**src/rtl/controle_registrador_7bits.sv**
```systemverilog
// Sequencer for an external 7-bit universal shift register: one parallel load,
// then N shift/rotate cycles while collecting the register's last-stage bit.
module controle_registrador_7bits #(
  parameter int PASSOS_MAX = 7
) (
  input  logic       clk,
  input  logic       rst_n,
  input  logic       start,
  input  logic       aborta,
  input  logic       modo,
  input  logic [2:0] n_passos,
  input  logic [6:0] dado,
  input  logic       serial_in,
  input  logic       saida_ultimoflip,
  output logic       ch1,
  output logic       ch0,
  output logic [6:0] bits,
  output logic       d,
  output logic       busy,
  output logic       done,
  output logic [6:0] capturada
);

  typedef enum logic [1:0] {OCIOSO, CARGA, DESLOCA, FIM} state_t;

  typedef struct packed {
    logic [1:0] ch;
    logic [6:0] bits;
    logic       d;
    logic       busy;
    logic       done;
    logic [6:0] capturada;
  } saida_t;

  localparam logic [2:0] CNT_MAX = 3'(PASSOS_MAX);

  state_t     state, state_nxt;
  saida_t     out_q, out_nxt;
  logic [2:0] cnt, cnt_nxt;
  logic       modo_q, modo_nxt;
  logic       inicia;

  // aborta outranks start while idle
  assign inicia = (state == OCIOSO) && start && !aborta;

  always_ff @(posedge clk or negedge rst_n) begin
    if (!rst_n) begin
      state  <= OCIOSO;
      cnt    <= 3'd0;
      modo_q <= 1'b0;
      out_q  <= '0;
    end else begin
      state  <= state_nxt;
      cnt    <= cnt_nxt;
      modo_q <= modo_nxt;
      out_q  <= out_nxt;
    end
  end

  always_comb begin
    state_nxt = state;
    case (state)
      OCIOSO:  if (inicia) state_nxt = CARGA;
      CARGA:   state_nxt = aborta ? OCIOSO : DESLOCA;
      DESLOCA: begin
        if (aborta)             state_nxt = OCIOSO;
        else if (cnt <= 3'd1)   state_nxt = FIM;
      end
      FIM:     state_nxt = OCIOSO;
      default: state_nxt = OCIOSO;
    endcase
  end

  // Outputs are decoded from the next state so that every port comes straight
  // from a flop yet still reflects the state of the cycle it appears in.
  always_comb begin
    out_nxt  = out_q;
    cnt_nxt  = cnt;
    modo_nxt = modo_q;

    if (inicia) begin
      modo_nxt          = modo;
      cnt_nxt           = (n_passos == 3'd0) ? CNT_MAX : n_passos;
      out_nxt.capturada = '0;
    end

    // collection continues on an aborted cycle so the partial word is kept
    if (state == DESLOCA) begin
      out_nxt.capturada = {out_q.capturada[5:0], saida_ultimoflip};
      if (cnt != 3'd0) cnt_nxt = cnt - 3'd1;
    end

    out_nxt.ch   = 2'b00;
    out_nxt.d    = 1'b0;
    out_nxt.busy = 1'b0;
    out_nxt.done = 1'b0;
    case (state_nxt)
      CARGA: begin
        // CARGA is entered only from the start edge, so dado is the latched word
        out_nxt.ch   = 2'b10;
        out_nxt.bits = dado;
        out_nxt.busy = 1'b1;
      end
      DESLOCA: begin
        out_nxt.ch   = {modo_q, 1'b1};
        out_nxt.d    = serial_in;
        out_nxt.busy = 1'b1;
      end
      FIM:     out_nxt.done = 1'b1;
      default: ;
    endcase
  end

  assign {ch1, ch0} = out_q.ch;
  assign bits       = out_q.bits;
  assign d          = out_q.d;
  assign busy       = out_q.busy;
  assign done       = out_q.done;
  assign capturada  = out_q.capturada;

endmodule

```
**config.mk**
```make
export PLATFORM = sky130hd
export DESIGN_NAME = controle_registrador_7bits
export DESIGN_NICKNAME = d
export VERILOG_FILES = /design/src/rtl/controle_registrador_7bits.sv
export SDC_FILE = /design/constraint.sdc
export NUM_CORES = 1
export LEC_CHECK = 0
export ABC_AREA = 1
export ABC_CLOCK_PERIOD_IN_PS = 1800
export BUFFER_PORTS_ARGS = -buffer_cell sky130_fd_sc_hd__buf_2
export CELL_PAD_IN_SITES_DETAIL_PLACEMENT = 0
export CELL_PAD_IN_SITES_GLOBAL_PLACEMENT = 1
export CORE_ASPECT_RATIO = 0.7
export CORE_MARGIN = 2
export CORE_UTILIZATION = 31
export DETAILED_ROUTE_END_ITERATION = 10
export PLACE_DENSITY = 0.67
export SYNTH_ARGS = -nofsm -noshare
export SYNTH_HDL_FRONTEND = slang
export SYNTH_SLANG_ARGS = --single-unit
export TNS_END_PERCENT = 100
```
**constraint.sdc**
```tcl
create_clock -name clk -period 1.8 [get_ports clk]
set_input_delay 0.36 -clock clk [delete_from_list [all_inputs] [get_ports clk]]
set_output_delay 0.36 -clock clk [all_outputs]
set_load 0.01 [all_outputs]
```
# Yosys cells after proc, flatten, opt, wreduce, memory -nomap -nowiden
# Cells that the tools add are included.
# word_totals
regBits,25
latchBits,0
ram_bits,0
mem_bits_ro,0
in_bits,17
out_inout_bits,19
n_memories,0
# classes
n_addsub,1
multipliers,0
div_mod_pow,0
magnitude_cmp,1
n_eq_ne,6
shift,0
n_mux,15
bitwise,0
n_reduce_logical,8
# ops
op,n
7-bit two-way mux,2
3-bit two-way mux,4
"2-bit == test, second input constant",4
2-bit two-way mux,4
2-bit case mux with 4 select lines,1
"2-bit by 1-bit == test with 1-bit output, second input constant",2
2-bit case mux with 2 select lines,1
"3-bit by 1-bit less-or-equal comparator with 1-bit output, second input constant",1
3-bit logical NOT,1
1-bit two-way mux,3
3-bit nonzero test,1
"3-bit by 1-bit subtractor with 3-bit output, second input constant",1
1-bit logical AND,2
2-bit logical NOT,1
2-bit nonzero test,1
2-bit OR reduction,1
1-bit logical NOT,1

# Depth between registers and ports, before layout
# depth
ltp_word,8
mapped_depth,9
mapped_depth_nobuf,8

# Worst setup path after synthesis
# Ideal clock, no wire load.
# synth_path
kind,register to register
start,register cnt[1]
end,register out_q (netlist bit bits[0])
setup_ns,0.125
arrival_time_ns,1.575
t_required_ns,1.675
slack_ns,0.100
path_stages_with_launch,9
n_path_buf,1
period_less_slack_ns,1.700
cell_sequence,dfrtp_1 inv_1 ha_1 o21bai_1 a31oi_2 inv_2 ha_1 buf_2 mux2_2
# synth_via
elab_chain_cells,5
# synth_lines
item,line,rtl
start: declaration,39,"logic [2:0] cnt, cnt_nxt;"
start signal: assignment,54,cnt <= cnt_nxt;
3-bit by 1-bit less-or-equal comparator with 1-bit output,67,else if (cnt <= 3'd1) state_nxt = FIM;
2-bit two-way mux,67,
2-bit two-way mux,66,if (aborta) state_nxt = OCIOSO;
2-bit case mux with 4 select lines,62,case (state)
net state_nxt[0],37,"state_t state, state_nxt;"
2-bit by 1-bit == test with 1-bit output,97,case (state_nxt)
end signal: assignment,56,out_q <= out_nxt;
end: declaration,38,"saida_t out_q, out_nxt;"
# The timed path passes the listed nets, and every way through them passes these cells.
# A chain may end at the register's enable or synchronous reset.

# Worst setup path in the final report
# layout_path
start,register cnt[1]
end,register out_q (netlist bit bits[6])
# The elaborated chain is that of the path after synthesis.

==> summary.txt <==
Status
  – Status: finished, final reports clean

Power
  – Pwr dens: 1190 nW/um2
  – Worst-case vdd ir drop: 0.397 mV
  – LEAKAGE: ~0.79 nW
  – Pwr Total: between 1.5 and 2 mW

Detailed routing
  – Via-per-instance ratio: 4.11
  – Initial DRT Pass Iterations: 2
  – Post-route DRC: 0
  – Initial drt markers: 29
  – Antenna-violating nets left: 0
  – WL final: 2040 um
  – WL/cell: 10.0 um
  – Total vias in the final route: between 800 and 900

GRT
  – Remaining Overflow, GRT: 0
  – Pin count of the biggest net entering global routing: 26
  – Number of global-route vias before repair: 776
  – First-pass GRT wire length: 3460 um
  – Initial antenna violation count: 0
  – Total GRT Usage: 0.111

Synthesis
  – EDFF count, synth: 0
  – Synth unique cells: 21
  – Most area-consuming cells after synthesis: dfrtp_1 55%, ha_1 7.7%, nand2_1 7.3%
  – Async SR Flop Fraction: 1.00
  – Syn nets: 136
  – Count leader, synth: dfrtp_1
  – Cells after Synth: 112
  – Synth cell count leaders: 25 x dfrtp_1, 22 x nand2_1, 16 x inv_1
  – Mean area per synthesized cell: 10.1 um2
  – Register area share after synthesis: 0.552
  – Netlist Area Pre-Place: 1130 um2
  – Post-synth top area share: 0.552
  – Most common flop cell mapped by yosys: dfrtp_1
  – FF+latch count, synth: 25
  – Leading area contributor after synthesis: dfrtp_1
  – Synth warnings: 0

Floorplanning
  – Std-Cell Rows: 18
  – Starting Density: 0.322
  – Die W: 76.2 um
  – Die ar.: 4160 um2
  – IO Pins: 36
  – Core ar.: 3510 um2
  – DIE HEIGHT: ~55 um

CTS
  – Clk buf depth: 2
  – CTS Hold Bufs: 0
  – Worst-path clk slew: about 80 ps
  – Setup Buffers After CTS: 0
  – CTS Sinks: 25
  – Root buffer cell: clkbuf_8
  – CTS tree: yes
  – Clk Latency, worst-skew pair: 260 ps
  – Post-cts resize count: 1
  – CTS H-tree lvls: 1
  – CTS Buf Count: 3

Placed design
  – Count of input and output buffers: 35
  – Dpl cell area: ~1400 um2
  – Final HPWL DP: around 1700 um
  – GPL Wtd Cong: around 0.74
  – Dpl ws: -32.1 ps
  – Cells after DPL: 199

Timing
  – Final worst path period share: 0.913
  – Clock skew: slightly below 3 ps
  – Fmax: about 610 MHz
  – Slew @ Worst Pin: 535 ps
  – Final Hold Viols: 0
  – Worst setup margin: 157 ps
  – Setup violators final: 0
  – Slew Viols, Final: 0
  – Setup TNS: 0 ps
  – RSZ-0062 raised after global routing: no
  – Crit path time final: 1640 ps
  – Relative slew slack: 0.644

Critical path
  – Cells along the critical path: inv_1 > ha_1 > o21bai_1 > a31oi_2 > inv_2 > ha_4 > mux2_2
  – CP Class: register to register
  – Worst path max stage delay: roughly 390 ps
  – CP Data Required Time: 1960 ps
  – Worst path slowest cell: dfrtp_1
  – Worst-path fanout max: 8
  – Worst setup SP type: register
  – Crit. End Element: register
  – Arr. time, crit path: about 1800 ps

Cells and area
  – Layout Cells excl Fill: approximately 200
  – Nets: about 180
  – Sequential cell area: 626 um2
  – Fill cell total of the finished layout: 370
  – ANT cells: 0
  – P&R area growth vs syn: 28.0%
  – Footprint of the multi-input gates: approximately 430 um2
  – Final Instance Area: between 1000 and 1500 um2
  – Fraction of layout cells with a size suffix above 1: 0.405

Flow run
  – Max-Cap Viols: 0

Hold path
  – Worst hold-check path type: input port to async pin
[cells in the final DEF, fill, tap and decap left out]
cell type / Yosys / routed
a21oi_1: 2 / 2
a31oi_2: 1 / 1
buf_2: 1 / 35
buf_4: 0 / 3
clkbuf_8: 0 / 3
clkinv_1: 1 / 1
clkinvlp_4: 0 / 1
dfrtp_1: 25 / 25
ha_1: 7 / 6
ha_4: 0 / 1
inv_1: 16 / 16
inv_2: 4 / 4
inv_4: 1 / 1
mux2_2: 7 / 7
nand2_1: 22 / 22
nand2_2: 4 / 4
nand3_1: 4 / 4
nor2_1: 4 / 4
nor2_2: 1 / 1
nor2_4: 1 / 1
o21ai_0: 2 / 2
o21ai_1: 2 / 2
o21bai_1: 1 / 1
o22ai_1: 5 / 5
xor2_1: 1 / 1
[critical path, delay by kind of cell (launching register included)]
kind            cells  cell delay [ps]
buf+inv             2              200
mux                 1              340
fa+ha+maj           2              350
compound gates      2              240
flops               1              390
[stage by stage]
step           utilization  hold WS, ps
4_1_cts              0.410         88.0
2_1_floorplan            -         64.4
6_report             0.412         64.3
5_1_grt              0.412          115
3_3_place_gp         0.395          370
3_5_place_dp         0.395          385
[flip-flops by register name (all words and copies together), names as in the netlist]
register / count
bits: 7
capturada: 7
cnt: 3
state: 2
busy: 1
ch0: 1
ch1: 1
d: 1
done: 1
modo_q: 1
[cell families after synthesis]
| kind of cell | after synthesis | synth area share |
|---|---|---|
| simple gates | 36 | 0.141 |
| flops | 25 | 0.552 |
| buf+inv | 23 | 0.0796 |
| compound gates | 13 | 0.0718 |
| mux | 7 | 0.0696 |
| fa+ha+maj | 7 | 0.0773 |
| xor+xnor | 1 | 0.00774 |
[where the power goes]
group | leakage (nW) | switching (mW) | internal [mW] | total [mW]
Combinational | 0.447 | 0.316 | 0.272 | 0.589
Sequential | 0.320 | 0.0889 | 0.715 | 0.804
Clock | 0.0217 | 0.174 | 0.157 | 0.331
[worst paths after layout]
check | cells after the start | to | start | slack (ps)
max | 7 | bits[6]$_DFFE_PN0N_ | cnt[1]$_DFF_PN0_ | 160
min | 1 | bits[6]$_DFFE_PN0N_ | rst_n | 60
max reg2reg | 7 | bits[6]$_DFFE_PN0N_ | cnt[1]$_DFF_PN0_ | 160
min reg2reg | 2 | modo_q$_DFFE_PN0P_ | modo_q$_DFFE_PN0P_ | 490
max in group asynchronous | 1 | capturada[4]$_DFFE_PN0P_ | rst_n | 1380
min in group clk | 3 | d$_DFF_PN0_ | serial_in | 280
[layer usage]
| layer | wire [um] | vias up | global-route usage |
|---|---|---|---|
| li1 | - | 431 | - |
| met5 | 0 | - | 0 |
| met3 | 95 | 0 | 0.0380 |
| met1 | 990 | 384 | 0.139 |
| met2 | 952 | 19 | 0.186 |
| met4 | 0 | 0 | 0.0364 |
[area by class of cell]
class,count,share of cell area
timing repair buffer,38,0.136
clock inverter,1,0.00518
multi-input combinational,64,0.296
tap,50,0.0432
clock buffer,3,0.0285
inverter,22,0.0587
sequential,25,0.432
No activity file was read; power rests on OpenSTA's default activity.
